===== src/rtl/pico_intr_pkg.sv =====
// Shared types and register map for the KCPSM3 port-mapped interrupt controller.
// Optional feature macro: PICO_INTR_ROUND_ROBIN_EN (round-robin source selection).
package pico_intr_pkg;

    typedef enum logic [1:0] {
        IDLE,
        REQ,
        SERVICE
    } state_e;

    localparam int unsigned ID_W = 3;

    localparam logic [1:0] OFS_PEND   = 2'd0;
    localparam logic [1:0] OFS_MASK   = 2'd1;
    localparam logic [1:0] OFS_ACTIVE = 2'd2;
    localparam logic [1:0] OFS_CLR    = 2'd3;

    localparam logic [7:0] ACTIVE_NONE = 8'hFF;

endpackage


===== src/rtl/pico_intr_ctrl_if.sv =====
// KCPSM3 port bus plus interrupt handshake between processor (master) and controller (slave).
interface pico_intr_ctrl_if;

    logic [7:0] port_id;
    logic       write_strobe;
    logic [7:0] out_port;
    logic       interrupt_ack;
    logic       interrupt;
    logic [7:0] rd_data;
    logic       rd_hit;

    modport master (
        output port_id, write_strobe, out_port, interrupt_ack,
        input  interrupt, rd_data, rd_hit
    );

    modport slave (
        input  port_id, write_strobe, out_port, interrupt_ack,
        output interrupt, rd_data, rd_hit
    );

endinterface


===== src/rtl/pico_intr_sel.sv =====
// Combinational source picker: lowest index wins, or round-robin after the last
// serviced id when PICO_INTR_ROUND_ROBIN_EN is defined.
module pico_intr_sel
    import pico_intr_pkg::*;
#(
    parameter int unsigned N_SRC = 4
) (
    input  logic [N_SRC-1:0] cand_i,
`ifdef PICO_INTR_ROUND_ROBIN_EN
    input  logic [ID_W-1:0]  last_i,
`endif
    output logic             valid_o,
    output logic [ID_W-1:0]  id_o
);

`ifdef PICO_INTR_ROUND_ROBIN_EN
    logic [ID_W-1:0]    start;
    logic [ID_W-1:0]    off;
    logic [ID_W:0]      sum;
    logic [2*N_SRC-1:0] dbl;
    logic [N_SRC-1:0]   rot;

    // Rotate candidates so the search start lands at bit 0, then map back.
    always_comb begin
        valid_o = 1'b0;
        id_o    = '0;
        off     = '0;
        start   = (last_i == ID_W'(N_SRC - 1)) ? '0 : last_i + 1'b1;
        dbl     = {cand_i, cand_i} >> start;
        rot     = dbl[N_SRC-1:0];
        for (int unsigned i = 0; i < N_SRC; i++) begin
            if (!valid_o && rot[i]) begin
                valid_o = 1'b1;
                off     = ID_W'(i);
            end
        end
        sum = {1'b0, start} + {1'b0, off};
        if (sum >= (ID_W+1)'(N_SRC)) begin
            sum = sum - (ID_W+1)'(N_SRC);
        end
        id_o = sum[ID_W-1:0];
    end
`else
    always_comb begin
        valid_o = 1'b0;
        id_o    = '0;
        for (int unsigned i = N_SRC; i > 0; i--) begin
            if (cand_i[i-1]) begin
                valid_o = 1'b1;
                id_o    = ID_W'(i - 1);
            end
        end
    end
`endif

endmodule


===== src/rtl/pico_intr_ctrl.sv =====
// Interrupt controller sharing the KCPSM3 interrupt line among N_SRC requesters.
// Define PICO_INTR_ROUND_ROBIN_EN for round-robin instead of fixed-priority selection.
module pico_intr_ctrl
    import pico_intr_pkg::*;
#(
    parameter int unsigned N_SRC     = 4,
    parameter logic [7:0]  BASE_ADDR = 8'h80
) (
    input  logic              clk,
    input  logic              reset,
    input  logic [N_SRC-1:0]  req,
    pico_intr_ctrl_if.slave   bus
);

    state_e           state_q, state_d;
    logic [N_SRC-1:0] pend_q, pend_d;
    logic [N_SRC-1:0] mask_q, mask_d;
    logic [ID_W-1:0]  id_q, id_d;
    logic             intr_q, intr_d;
    logic [7:0]       rd_data_q, rd_data_d;
    logic             rd_hit_q, rd_hit_d;
`ifdef PICO_INTR_ROUND_ROBIN_EN
    logic [ID_W-1:0]  last_q, last_d;
`endif

    logic             hit;
    logic             wr_en;
    logic [1:0]       ofs;
    logic [N_SRC-1:0] wbits;
    logic             sel_valid;
    logic [ID_W-1:0]  sel_id;

    assign hit   = (bus.port_id[7:2] == BASE_ADDR[7:2]);
    assign ofs   = bus.port_id[1:0];
    assign wr_en = bus.write_strobe & hit;
    assign wbits = bus.out_port[N_SRC-1:0];

    pico_intr_sel #(.N_SRC(N_SRC)) u_sel (
        .cand_i  (pend_q & mask_q),
`ifdef PICO_INTR_ROUND_ROBIN_EN
        .last_i  (last_q),
`endif
        .valid_o (sel_valid),
        .id_o    (sel_id)
    );

    always_comb begin
        state_d = state_q;
        id_d    = id_q;
        pend_d  = pend_q;
        mask_d  = mask_q;
`ifdef PICO_INTR_ROUND_ROBIN_EN
        last_d  = last_q;
`endif
        if (wr_en && ofs == OFS_MASK) mask_d = wbits;
        if (wr_en && ofs == OFS_CLR)  pend_d = pend_d & ~wbits;

        unique case (state_q)
            IDLE: begin
                if (sel_valid) begin
                    state_d = REQ;
                    id_d    = sel_id;
                end
            end
            REQ: begin
                if (bus.interrupt_ack) begin
                    state_d        = SERVICE;
                    pend_d[id_q]   = 1'b0;
`ifdef PICO_INTR_ROUND_ROBIN_EN
                    last_d         = id_q;
`endif
                end
            end
            SERVICE: begin
                if (wr_en && ofs == OFS_ACTIVE) state_d = IDLE;
            end
            default: state_d = IDLE;
        endcase

        // New requests are applied last so they override both CLR and ack clears.
        pend_d = pend_d | req;
        intr_d = (state_d == REQ);

        rd_hit_d  = hit;
        rd_data_d = '0;
        if (hit) begin
            unique case (ofs)
                OFS_PEND:   rd_data_d[N_SRC-1:0] = pend_q;
                OFS_MASK:   rd_data_d[N_SRC-1:0] = mask_q;
                OFS_ACTIVE: rd_data_d = (state_q == SERVICE) ? 8'(id_q) : ACTIVE_NONE;
                default:    rd_data_d = '0;
            endcase
        end
    end

    always_ff @(posedge clk) begin
        if (reset) begin
            state_q   <= IDLE;
            pend_q    <= '0;
            mask_q    <= '0;
            id_q      <= '0;
            intr_q    <= 1'b0;
            rd_data_q <= '0;
            rd_hit_q  <= 1'b0;
`ifdef PICO_INTR_ROUND_ROBIN_EN
            last_q    <= ID_W'(N_SRC - 1);
`endif
        end else begin
            state_q   <= state_d;
            pend_q    <= pend_d;
            mask_q    <= mask_d;
            id_q      <= id_d;
            intr_q    <= intr_d;
            rd_data_q <= rd_data_d;
            rd_hit_q  <= rd_hit_d;
`ifdef PICO_INTR_ROUND_ROBIN_EN
            last_q    <= last_d;
`endif
        end
    end

    assign bus.interrupt = intr_q;
    assign bus.rd_data   = rd_data_q;
    assign bus.rd_hit    = rd_hit_q;

endmodule


===== src/flat_wrapper.sv =====
// flat-port wrapper written by rule: the top's interface ports become plain ports
module pico_intr_ctrl_flat import pico_intr_pkg::*;
#(
    parameter int unsigned N_SRC     = 4,
    parameter logic [7:0]  BASE_ADDR = 8'h80
)
  (clk, reset, req, bus_port_id, bus_write_strobe, bus_out_port, bus_interrupt_ack, bus_interrupt, bus_rd_data, bus_rd_hit);
  pico_intr_ctrl_if bus_i ();
  input  logic clk;
  input  logic reset;
  input  logic [N_SRC-1:0] req;
  input wire logic [$bits(bus_i.port_id)-1:0] bus_port_id;
  input wire logic [$bits(bus_i.write_strobe)-1:0] bus_write_strobe;
  input wire logic [$bits(bus_i.out_port)-1:0] bus_out_port;
  input wire logic [$bits(bus_i.interrupt_ack)-1:0] bus_interrupt_ack;
  output wire logic [$bits(bus_i.interrupt)-1:0] bus_interrupt;
  output wire logic [$bits(bus_i.rd_data)-1:0] bus_rd_data;
  output wire logic [$bits(bus_i.rd_hit)-1:0] bus_rd_hit;
  assign bus_i.port_id = bus_port_id;
  assign bus_i.write_strobe = bus_write_strobe;
  assign bus_i.out_port = bus_out_port;
  assign bus_i.interrupt_ack = bus_interrupt_ack;
  assign bus_interrupt = bus_i.interrupt;
  assign bus_rd_data = bus_i.rd_data;
  assign bus_rd_hit = bus_i.rd_hit;
  pico_intr_ctrl #(.N_SRC(N_SRC), .BASE_ADDR(BASE_ADDR)) u_core (.clk(clk), .reset(reset), .req(req), .bus(bus_i));
endmodule

===== config.mk =====
export PLATFORM = sky130hd
export DESIGN_NAME = pico_intr_ctrl_flat
export DESIGN_NICKNAME = d
export VERILOG_FILES = /design/src/rtl/pico_intr_pkg.sv /design/src/rtl/pico_intr_ctrl_if.sv /design/src/rtl/pico_intr_sel.sv /design/src/rtl/pico_intr_ctrl.sv /design/src/flat_wrapper.sv
export SDC_FILE = /design/constraint.sdc
export NUM_CORES = 1
export LEC_CHECK = 0
export CORE_ASPECT_RATIO = 2
export CORE_MARGIN = 2
export CORE_UTILIZATION = 30
export DETAILED_ROUTE_END_ITERATION = 7
export DONT_BUFFER_PORTS = 1
export GPL_ROUTABILITY_DRIVEN = 0
export SLEW_MARGIN = 20
export SYNTH_ARGS = -nofsm -noshare
export SYNTH_HDL_FRONTEND = slang
export SYNTH_SLANG_ARGS = --single-unit

===== constraint.sdc =====
create_clock -name clk -period 3.95 [get_ports clk]
set_clock_uncertainty 0.2 [all_clocks]
set_input_delay 0.9875 -clock clk [delete_from_list [all_inputs] [get_ports clk]]
set_output_delay 0.9875 -clock clk [all_outputs]
set_load 0.05 [all_outputs]

=== Word-level counts from Yosys, hierarchy flattened ===
Index checks and enable logic that the tools add are counted.

* Order comparisons: 2
* Bitwise logic cells: 9
* Reductions and logical operators: 9
* Multiplexer cells: 19
* Equal/unequal tests: 7

{| class="wikitable"
|+ Operators with widths
! operator !! count
|-
| $and A4 B4 Y4 || 3
|-
| $mux W4 || 3
|-
| $pmux W4 S3 || 1
|-
| $mux W3 || 3
|-
| $mux W2 || 4
|-
| $mux W8 || 1
|-
| $not A4 Y4 || 2
|-
| $eq A2 B1 Y1 const B || 3
|-
| $eq A2 B2 Y1 const B || 3
|-
| $eq A6 B6 Y1 const B || 1
|-
| $pmux W2 S3 || 1
|-
| $mux W1 || 5
|-
| $logic_and A1 B1 Y1 || 4
|-
| $logic_not A2 Y1 || 2
|-
| $or A4 B4 Y4 || 1
|-
| $ge A3 B1 Y1 const B || 1
|-
| $lt A3 B3 Y1 const B || 1
|-
| $reduce_or A3 Y1 || 1
|-
| $demux W1 S2 || 1
|-
| $not A1 Y1 || 2
|-
| $reduce_and A2 Y1 || 1
|-
| $reduce_or A2 Y1 || 1
|-
| $and A1 B1 Y1 || 1
|}

* Bits in registers: 23
* Output and inout bits: 10
* Input port bits: 24
* Word-level logic and storage cells: 54

=== Longest topological paths before layout ===
* Word-level depth: 9
* Gate-level depth with buffers: 6
* Gate-level depth less buffers: 4

=== Cells and area by module ===
Synthesis repeated with hierarchy kept, for this count alone.

* Cell total of the unflattened synthesis: 124
* Area total of the unflattened synthesis: 1059.8 sq um

{| class="wikitable"
|+ Modules (own cells, without submodules)
! module !! cells an instance !! instances !! area each (sq um)
|-
| pico_intr_ctrl || 115 || 1 || 1013.5
|-
| pico_intr_sel || 9 || 1 || 46.3
|}

=== Worst setup path before layout ===
No wires, ideal clock.

* Path type: input -> register
* Start point: in bus_port_id[3]
* End point: reg u_core.mask_q[0]
* Required time: 3632 ps
* Arrival: 1888 ps
* Library setup time: 118 ps
* Path buffers: 1
* Path slack: 1744 ps
* Stages: 5
* Cells stage by stage: nor4_4 -> and3_1 -> buf_4 -> mux2i_1 -> nor2_1

* Word-level cells in the longest chain between the ends: 3

{| class="wikitable"
|+ RTL lines
! item !! RTL line !! text
|-
| from (decl) || flat_wrapper.sv:12 || <nowiki>input wire logic [$bits(bus_i.port_id)-1:0] bus_port_id;</nowiki>
|-
| $eq A6 B6 Y1 || pico_intr_ctrl.sv:33 || <nowiki>assign hit = (bus.port_id[7:2] == BASE_ADDR[7:2]);</nowiki>
|-
| $and A1 B1 Y1 || pico_intr_ctrl.sv:35 || <nowiki>assign wr_en = bus.write_strobe & hit;</nowiki>
|-
| $logic_and A1 B1 Y1 || pico_intr_ctrl.sv:55 || <nowiki>if (wr_en && ofs == OFS_MASK) mask_d = wbits;</nowiki>
|-
| to (signal assigned) || pico_intr_ctrl.sv:111 || <nowiki>mask_q <= mask_d;</nowiki>
|-
| to (decl) || pico_intr_ctrl.sv:17 || <nowiki>logic [N_SRC-1:0] mask_q, mask_d;</nowiki>
|}

No other way between the ends.
A chain may end at the register's enable or synchronous reset.

==> flow_summary.yaml <==
synth:
  synthDistinctLibCells: 32
  yosysTopAreaCell: "dfxtp_1"
  synthArstFlopShare_pct: 0
  syn_avg_cell_area_sq_um: 8.72
  yosys.area_share.adder_pct: 0
  post_synth_xor_area_fraction_pct: 0
  yosys.area_share.simple_pct: 30.9
  synth_mux_area_share_pct: 4.50
  ys_warn_count: 0
  syn-num-nets: 126
  synth_edf_count: 0
  yosysSeqAreaShare_pct: 42.8
  synth.most_common_cell: "dfxtp_1"
  yosys-top-cells-area: "dfxtp_1 43%, nor2_1 5.5%, nand2_1 4.6%"
  syn_inst: 102
  synth_common_cells: "19 x dfxtp_1, 13 x nor2_1, 11 x nand2_1"
  ys_ff_latch: 19
  ys.flop_type: "dfxtp_1"
  synth_top_family_by_area: "simple AND/OR/NAND/NOR gates"
  synth_top_area_share_pct: 42.8
  synth_compound_area_share_pct: 16.5
  synthesis.area_sq_um: 890
clock_network:
  clk_pin_slew_ns: 0.07
  post-cts-setup-buffer-count: 0
  cts_hold_buffers: 0
  numCtsBuffers: 3
  ctsLongestPathBuffers: 2
  clock_latency_ns: 0.26
  htreeDepth: 1
  cts.sinks: 19
  ctsResizeCount: 0
  cts_root_buffer: "clkbuf_8"
  cts_tree: "built"
timing:
  hold_viol_final: 0
  maxSlewViolCount: 0
  fmax_mhz: 409
  setup_tns_ns: 0
  setup_viol_count_final: 0
  slew_headroom_pct: 33.8
  rsz0062_at_grt: "false"
  min_period_over_period_pct: 61.9
  fin_crit_ns: 2.45
  tightestPinTransition_ns: 0.995
route:
  drt_iter0_markers: 21
  wl_um: 2080
  dr.pass1.iters: 5
  vias: 744
  detail_route.wl_per_cell_um: 16.1
  drt-vias-per-instance: 5.77
  drc: 0
  ant_nets: 0
critical_path:
  r2r.worst_path.cells: 4
  critPathLaunchType: "flip-flop"
  worstPathArrival_ns: 1.26
  critPathKind: "reg -> out"
  crit_fanout: 4
  worst_setup_path_end_kind: "output pin"
  r2r_start: "u_core.mask_q[2]"
  crit_cells: 0
  reg2reg_slack_ns: 2.33
  r2r-end: "u_core.id_q[0]"
  crit_required_ns: 2.76
  critPathLaunch: "u_core.bus.rd_data[6]"
floorplan:
  start_util_pct: 30.6
  die-height_um: 81.0
  io_pins: 34
  chipWidth_um: 42.5
  core_region_area_sq_mm: 0.00291
  core.rowCount: 28
  die_area_sq_mm: 0.00344
cells_and_area:
  synthToLayoutAreaGrowth_pct: 4.50
  n_antenna_cell: 0
  fin_nets: 124
  drive_gt1_share_pct: 8.08
  finalNonFillerCells: 129
global_routing:
  overflow: 0
  grt_max_degree: 15
  grt_pass1_wl_um: 3280
  grt.total_usage_pct: 13.1
  grt_pass1_vias: 729
  antenna_found_initial: 0
outcome:
  status: "completed"
worst_hold_path:
  worstHoldEndpoint: "u_core.bus.rd_data[1]"
  hold_path.class: "reg -> reg"
  hold_depth: 2
  min_from: "u_core.mask_q[1]"
power:
  power_density_mw_per_mm2: 378
  p_leak_nw: 0.316
  report.power.total_w: 0.000352
  peakVddDrop_v: 0.0000911
job:
  maxCapViolCount: 0
placement:
  placed_cells: 125
  dp_hpwl_um: 1640
  io_buffers: 0
==> registers in the layout, summed over array words and instances (netlist names) <==
name / count
u_core.bus.rd_data: 5
u_core.id_q: 2
u_core.mask_q: 4
u_core.state_q: 2
u_core.bus.interrupt: 1
u_core.bus.rd_hit: 1
u_core.pend_q: 4
==> cells in the final DEF (no fill, tap or decap) <==
| cell type | netlist | final |
|---|---|---|
| a211oi_1 | 1 | 1 |
| nand3_1 | 2 | 2 |
| clkbuf_1 | 1 | 1 |
| a311o_1 | 1 | 1 |
| or3_1 | 1 | 1 |
| nand2b_1 | 3 | 3 |
| nor3_1 | 3 | 3 |
| nor4_4 | 1 | 1 |
| nand2_1 | 11 | 11 |
| and3b_1 | 2 | 2 |
| a22oi_2 | 1 | 1 |
| a221o_1 | 1 | 1 |
| or3b_2 | 1 | 1 |
| nor2_1 | 13 | 13 |
| dfxtp_2 | 0 | 1 |
| a211o_1 | 2 | 2 |
| nand4_1 | 4 | 4 |
| or2b_1 | 1 | 1 |
| clkbuf_8 | 0 | 3 |
| nor2b_1 | 2 | 2 |
| a31oi_1 | 4 | 4 |
| nor3b_1 | 1 | 1 |
| nand3b_1 | 3 | 3 |
| dfxtp_1 | 19 | 18 |
| a21oi_1 | 7 | 7 |
| and3_1 | 1 | 1 |
| o21ai_0 | 1 | 1 |
| a21o_1 | 2 | 2 |
| inv_1 | 1 | 1 |
| and2_1 | 1 | 1 |
| mux2i_1 | 4 | 4 |
| a21oi_2 | 1 | 1 |
==> final cells by class <==
| type | count | area, sq um |
|---|---|---|
| fillers | 313 | 1980 |
| multi-input cells | 75 | 462 |
| flip-flops and latches | 19 | 382 |
| clock buffers | 4 | 45.0 |
| well taps | 30 | 37.5 |
| inverters | 1 | 3.75 |
==> how the worst max path moves through the flow <==
stage,endpoint,slack [ns]
final,bus_rd_data[7],1.50
after global routing,bus_rd_data[6],1.48
after detailed placement,u_core.mask_q[3],1.50
after CTS,bus_rd_data[7],1.50
after floorplan,u_core.mask_q[0],1.74
after global placement,u_core.mask_q[0],1.51
==> worst min-delay path: stages, from the launching register on <==
cell and delay, ns:
dfxtp_1 0.33, nand2_1 0.06, a21oi_1 0.05
==> where the power goes <==
group          leakage (nW)   total, W  internal [W]  switching [W]
Sequential            0.155   0.000199      0.000195     0.00000408
Clock                0.0228   0.000140     0.0000719      0.0000677
Combinational         0.139  0.0000133    0.00000686     0.00000641
Total                 0.316   0.000352      0.000273      0.0000781
==> per-layer routing <==
| layer | global-route usage [%] | wire length [um] | vias to the layer above |
|---|---|---|---|
| met5 | 0 | 0 | - |
| met4 | 10.6 | 88 | 0 |
| met1 | 11.8 | 679 | 347 |
| li1 | - | - | 359 |
| met2 | 23.8 | 1190 | 31 |
| met3 | 3.11 | 122 | 7 |
==> stage by stage <==
step / area [sq um] / util, % / setup WS [ns] / hold slack (ns)
2_1_floorplan: 890 / - / 1.74 / 0.249
3_3_place_gp: 885 / 30.4 / 1.51 / 0.268
3_5_place_dp: 885 / 30.4 / 1.50 / 0.278
4_1_cts: 930 / 32.0 / 1.50 / 0.288
5_1_grt: 930 / 32.0 / 1.48 / 0.331
6_report: 930 / 32.0 / 1.50 / 0.291
==> logic make-up after synthesis <==
group	Yosys count
multiplexers	4
flip-flops	19
AND/OR/NAND/NOR	50
AO/OA/AOI/OAI	21
buffers and inverters	8
Note: power is estimated with default switching activity, not from simulation.
